## src/rtl/mem_arb_pkg.sv

```systemverilog
// mem_arb shared types: FSM state enum, last-grant encodings, counter width.
// Imported by every mem_arb file.
package mem_arb_pkg;

  typedef enum logic [1:0] {
    IDLE     = 2'd0,
    GNT_CPU  = 2'd1,
    GNT_HOST = 2'd2
  } state_t;

  localparam logic LG_CPU  = 1'b0;
  localparam logic LG_HOST = 1'b1;

  localparam int CNT_W = 16;

endpackage

```

## src/rtl/mem_arb_if.sv

```systemverilog
// mem_arb requester port: req/we/addr/wdata toward the arbiter, ack/rdata back.
// master = requester side, slave = arbiter side.
interface mem_arb_if #(
  parameter int AW = 16,
  parameter int DW = 32
);
  logic          req;
  logic          we;
  logic [AW-1:0] addr;
  logic [DW-1:0] wdata;
  logic          ack;
  logic [DW-1:0] rdata;

  modport master (
    output req, we, addr, wdata,
    input  ack, rdata
  );

  modport slave (
    input  req, we, addr, wdata,
    output ack, rdata
  );
endinterface

```

## src/rtl/mem_arb_rr_pick.sv

```systemverilog
// mem_arb_rr_pick: combinational 2-way round-robin selector.
// req[0]=cpu, req[1]=host; last_gnt: 0=cpu, 1=host; gnt one-hot or zero.
module mem_arb_rr_pick
  import mem_arb_pkg::*;
(
  input  logic [1:0] req,
  input  logic       last_gnt,
  output logic [1:0] gnt
);

  // On conflict the requester that did not win last time goes next.
  assign gnt[0] = req[0] & (~req[1] | (last_gnt == LG_HOST));
  assign gnt[1] = req[1] & (~req[0] | (last_gnt == LG_CPU));

endmodule

```

## src/rtl/mem_arb.sv

```systemverilog
// mem_arb: CPU/host arbiter for one shared data memory port.
// Ports: clk, rst_f (sync, active-low), cpu/host (mem_arb_if.slave),
// dm_addr/dm_wdata/dm_we out, dm_rdata in, wait_cnt out.
// `define MEM_ARB_WAITCNT_EN enables the saturating wait counter.
module mem_arb
  import mem_arb_pkg::*;
#(
  parameter int AW = 16,
  parameter int DW = 32
) (
  input  logic             clk,
  input  logic             rst_f,
  mem_arb_if.slave         cpu,
  mem_arb_if.slave         host,
  output logic [AW-1:0]    dm_addr,
  output logic [DW-1:0]    dm_wdata,
  output logic             dm_we,
  input  logic [DW-1:0]    dm_rdata,
  output logic [CNT_W-1:0] wait_cnt
);

  state_t     state;
  logic       last_gnt;
  logic [1:0] req;
  logic [1:0] gnt;

  assign req = {host.req, cpu.req};

  mem_arb_rr_pick u_pick (
    .req      (req),
    .last_gnt (last_gnt),
    .gnt      (gnt)
  );

  always_ff @(posedge clk) begin
    if (!rst_f) begin
      state    <= IDLE;
      last_gnt <= LG_HOST;
    end else begin
      unique case (1'b1)
        gnt[0]: begin
          state    <= GNT_CPU;
          last_gnt <= LG_CPU;
        end
        gnt[1]: begin
          state    <= GNT_HOST;
          last_gnt <= LG_HOST;
        end
        default: state <= IDLE;
      endcase
    end
  end

  // Memory side follows the granted requester but only while it
  // still asserts req, so a withdrawn request never writes.
  always_comb begin
    dm_addr    = '0;
    dm_wdata   = '0;
    dm_we      = 1'b0;
    cpu.ack    = 1'b0;
    cpu.rdata  = '0;
    host.ack   = 1'b0;
    host.rdata = '0;
    unique case (state)
      GNT_CPU: begin
        if (cpu.req) begin
          dm_addr  = cpu.addr;
          dm_wdata = cpu.wdata;
          dm_we    = cpu.we;
        end
        cpu.ack   = cpu.req;
        cpu.rdata = dm_rdata;
      end
      GNT_HOST: begin
        if (host.req) begin
          dm_addr  = host.addr;
          dm_wdata = host.wdata;
          dm_we    = host.we;
        end
        host.ack   = host.req;
        host.rdata = dm_rdata;
      end
      default: ;
    endcase
  end

`ifdef MEM_ARB_WAITCNT_EN
  logic [1:0]       n_wait;
  logic [CNT_W:0]   wait_sum;
  logic [CNT_W-1:0] wait_q;

  // Each stalled requester adds one per cycle, so a cycle with
  // both waiting adds two.
  always_comb begin
    n_wait   = {1'b0, cpu.req & ~cpu.ack}
             + {1'b0, host.req & ~host.ack};
    wait_sum = {1'b0, wait_q} + {{(CNT_W-1){1'b0}}, n_wait};
  end

  always_ff @(posedge clk) begin
    if (!rst_f)
      wait_q <= '0;
    else if (wait_sum[CNT_W])
      wait_q <= '1;
    else
      wait_q <= wait_sum[CNT_W-1:0];
  end

  assign wait_cnt = wait_q;
`else
  assign wait_cnt = '0;
`endif

endmodule

```

## src/flat_wrapper.sv

```systemverilog
// flat-port wrapper written by rule: the top's interface ports become plain ports
module mem_arb_flat import mem_arb_pkg::*;
#(
  parameter int AW = 16,
  parameter int DW = 32
)
  (clk, rst_f, dm_addr, dm_wdata, dm_we, dm_rdata, wait_cnt, cpu_req, cpu_we, cpu_addr, cpu_wdata, cpu_ack, cpu_rdata, host_req, host_we, host_addr, host_wdata, host_ack, host_rdata);
  mem_arb_if #(.AW(AW), .DW(DW)) cpu_i ();
  mem_arb_if #(.AW(AW), .DW(DW)) host_i ();
  input  logic clk;
  input  logic rst_f;
  output logic [AW-1:0] dm_addr;
  output logic [DW-1:0] dm_wdata;
  output logic dm_we;
  input  logic [DW-1:0] dm_rdata;
  output logic [CNT_W-1:0] wait_cnt;
  input wire logic [$bits(cpu_i.req)-1:0] cpu_req;
  input wire logic [$bits(cpu_i.we)-1:0] cpu_we;
  input wire logic [$bits(cpu_i.addr)-1:0] cpu_addr;
  input wire logic [$bits(cpu_i.wdata)-1:0] cpu_wdata;
  output wire logic [$bits(cpu_i.ack)-1:0] cpu_ack;
  output wire logic [$bits(cpu_i.rdata)-1:0] cpu_rdata;
  input wire logic [$bits(host_i.req)-1:0] host_req;
  input wire logic [$bits(host_i.we)-1:0] host_we;
  input wire logic [$bits(host_i.addr)-1:0] host_addr;
  input wire logic [$bits(host_i.wdata)-1:0] host_wdata;
  output wire logic [$bits(host_i.ack)-1:0] host_ack;
  output wire logic [$bits(host_i.rdata)-1:0] host_rdata;
  assign cpu_i.req = cpu_req;
  assign cpu_i.we = cpu_we;
  assign cpu_i.addr = cpu_addr;
  assign cpu_i.wdata = cpu_wdata;
  assign cpu_ack = cpu_i.ack;
  assign cpu_rdata = cpu_i.rdata;
  assign host_i.req = host_req;
  assign host_i.we = host_we;
  assign host_i.addr = host_addr;
  assign host_i.wdata = host_wdata;
  assign host_ack = host_i.ack;
  assign host_rdata = host_i.rdata;
  mem_arb #(.AW(AW), .DW(DW)) u_core (.clk(clk), .rst_f(rst_f), .cpu(cpu_i), .host(host_i), .dm_addr(dm_addr), .dm_wdata(dm_wdata), .dm_we(dm_we), .dm_rdata(dm_rdata), .wait_cnt(wait_cnt));
endmodule
```

## config.mk

```make
export PLATFORM = sky130hd
export DESIGN_NAME = mem_arb_flat
export DESIGN_NICKNAME = d
export VERILOG_FILES = /design/src/rtl/mem_arb_pkg.sv /design/src/rtl/mem_arb_if.sv /design/src/rtl/mem_arb_rr_pick.sv /design/src/rtl/mem_arb.sv /design/src/flat_wrapper.sv
export SDC_FILE = /design/constraint.sdc
export NUM_CORES = 1
export LEC_CHECK = 0
export ABC_AREA = 1
export CAP_MARGIN = 10
export CELL_PAD_IN_SITES_DETAIL_PLACEMENT = 1
export CELL_PAD_IN_SITES_GLOBAL_PLACEMENT = 2
export CORE_MARGIN = 5
export CORE_UTILIZATION = 10
export DETAILED_ROUTE_END_ITERATION = 7
export PLACE_DENSITY = 0.95
export SYNTH_ARGS = -nofsm -noshare
export SYNTH_HDL_FRONTEND = slang
export SYNTH_SLANG_ARGS = --single-unit
```

## constraint.sdc

```tcl
create_clock -name clk -period 1.6 [get_ports clk]
set_clock_uncertainty 0.05 [all_clocks]
set_input_delay 0.32 -clock clk [delete_from_list [all_inputs] [get_ports clk]]
set_output_delay 0.32 -clock clk [all_outputs]
set_load 0.005 [all_outputs]
```

==> metrics <==
first-pass GRT wire length 20.6 mm; # port buffers between 200 and 250; CTS root buffer clkbuf_16; CP delay by family, top buffers and inverters; total wire length approximately 15 mm; placed cell count 800; #FFs+latches synth 3; Row Count 47; layout cell share with drive strength beyond 1 a little over three fifths; CP Max Fanout 6; met1 usage approximately 16%; f_max between 500 and 600 MHz; Pre-antenna DRT Iters 4; Layout area overhead 253%; antenna-violating nets left 0; CTS tree yes; cell area after layout just under 0.006 mm2; area of the core 0.0165 mm2; final hold slack between 0.3 and 0.4 ns; GRT Total Usage 13.3%; warning count from the yosys run 0; detailed-route wire length per cell around 18 um; setup ws final -0.340 ns; Mapped Area roughly 0.0017 mm2; worst skew pair latency 0.23 ns; crit share post-route 121%; failing checks setup timing; Max rail drop VDD approximately 270 uV; H-tree levels 1; IO Pins 265; total power about 1.9 mW; met2 Use GR between 20 and 25%; Final Slew Violations 0; endpoint type of the worst setup path output port; grt peak-use layer met2; Cell variety after synth 13; GR Util met3 under 10%; status finished, violations left; clock sinks 3; CP bufs+invs 7; DRC Markers 0; worst slack, placed -0.493 ns; die height around 140 um; maxcap violations 0; cts hold-fix bufs 0; critical path type flop to output port; Die W roughly 140 um; min-delay worst type flop to flop; Initial Utilization between 10 and 15%; Critical Path AT about 1.6 ns; Final Non-Filler Cells 852; average footprint of a synthesized cell 4.86 um2; initial antenna violation count 0; LEAKAGE ~2.8 nW; Tmin final approximately 1.9 ns; total CTS buffers 3; RSZ-0062 raised after global routing yes; die area slightly below 0.02 mm2; Final Setup Violations between 100 and 150; vias in the first global route ~3.6k; final core occ ~36%; sequential area share after synthesis approximately 3.6%; CP Launch Type flop; Setup TNS -25.16 ns; Via Count 3,454; crit-path cells buf_6, ha_4, buf_12, buf_8, buf_16, buf_12, nand2_4, inv_2, buf_6; GP Congestion 0.805; # diodes 0; 1st-iter DRT viols 47; Worst path max stage delay approximately 0.35 ns; Slowest-stage cell, CP dfxtp_4; Final nets 770; Cells after Synth 345; Placed Area approximately 0.0045 mm2; CP Data Required Time about 1.2 ns; GR Overflow Total 0; Final Hold Fails 0; Final HPWL DP around 9.6 mm; Clock transition at path regs around 0.030 ns; Via density around 4; Bufs on Longest Clock Path 2; PwrDens roughly 310 mW/mm2; largest net degree at the start of global routing 25
==> worst reg2reg max path, cell delays in order, from the launching register on <==
cell and delay (ns):
dfxtp_1 0.31, inv_1 0.08, nand2_1 0.07, and3_1 0.14
==> Yosys cell counts <==
cell type	number	area share, %
a21oi_1	50	15
nand2_1	68	15
nand3_1	98	29
clkbuf_1	3	0.67
buf_6	2	1.3
dfxtp_1	3	3.6
conb_1	1	0.22
inv_1	69	15
buf_2	29	8.7
and3_1	1	0.37
ha_1	3	2.2
buf_4	17	7.6
o211ai_1	1	0.45
==> flip-flops by register name, indices dropped and copies added (netlist names) <==
| name | count |
|---|---|
| u_core.state | 2 |
| u_core.last_gnt | 1 |
==> final cells by class <==
type | count | area [um2]
clock buffers | 4 | 78.8
well taps | 220 | 275
flip-flops and latches | 3 | 67.6
repair buffers | 319 | 3220
fillers | 1931 | 10600
multi-input cells | 237 | 2020
inverters | 69 | 267
==> layer usage <==
| metal | up-vias | wire, um |
|---|---|---|
| met5 | - | 0 |
| met4 | 0 | 232 |
| met3 | 18 | 1180 |
| met2 | 184 | 7920 |
| met1 | 1615 | 5780 |
| li1 | 1637 | - |
==> where the power goes <==
group	switching, mW	total, mW	internal (mW)
Clock	0.0728	0.402	0.329
Sequential	0.00562	0.0848	0.0791
Combinational	0.604	1.37	0.770
==> cell families (layout without fill, tap and decap cells) <==
group / count (synthesis) / in the layout / synth area share [%]
AND/OR/NAND/NOR: 167 / 167 / 44.9
buffers and inverters: 120 / 392 / 33.7
AO/OA/AOI/OAI: 51 / 51 / 15.4
adder cells (fa/ha/maj): 3 / 3 / 2.24
flip-flops: 3 / 3 / 3.58
other: 1 / 16 / 0.224
==> path summary, 6_finish.rpt <==
path                                      start               to  slack [ns]  depth (start not counted)
worst min register to register  u_core.last_gnt  u_core.state[1]        0.39                          1
worst max-delay path            u_core.state[0]    cpu_rdata[14]       -0.34                          9
worst min-delay path            u_core.last_gnt  u_core.state[1]        0.39                          1
worst max register to register  u_core.last_gnt  u_core.state[0]        0.84                          3
==> cell usage in the layout, fill, tap and decap left out, types with 12 or more instances in the layout <==
master           count
nand2_4             31
inv_2               41
buf_2               83
inv_1               25
nand3_1             48
a21oi_2             43
buf_6               46
conb_1              16
nand3_2             30
buf_12              25
nand2_2             31
buf_4               12
clkdlybuf4s50_1    131
nand3_4             20
==> timing repair <==
action / CTS / global route
pin swaps: 42 / 38
gates resized for setup: 576 / 225
buffers inserted: 30 / 12
gates cloned: 13 / 1
setup endpoints to repair: 115 / 115
No activity file was read; power rests on OpenSTA's default activity.
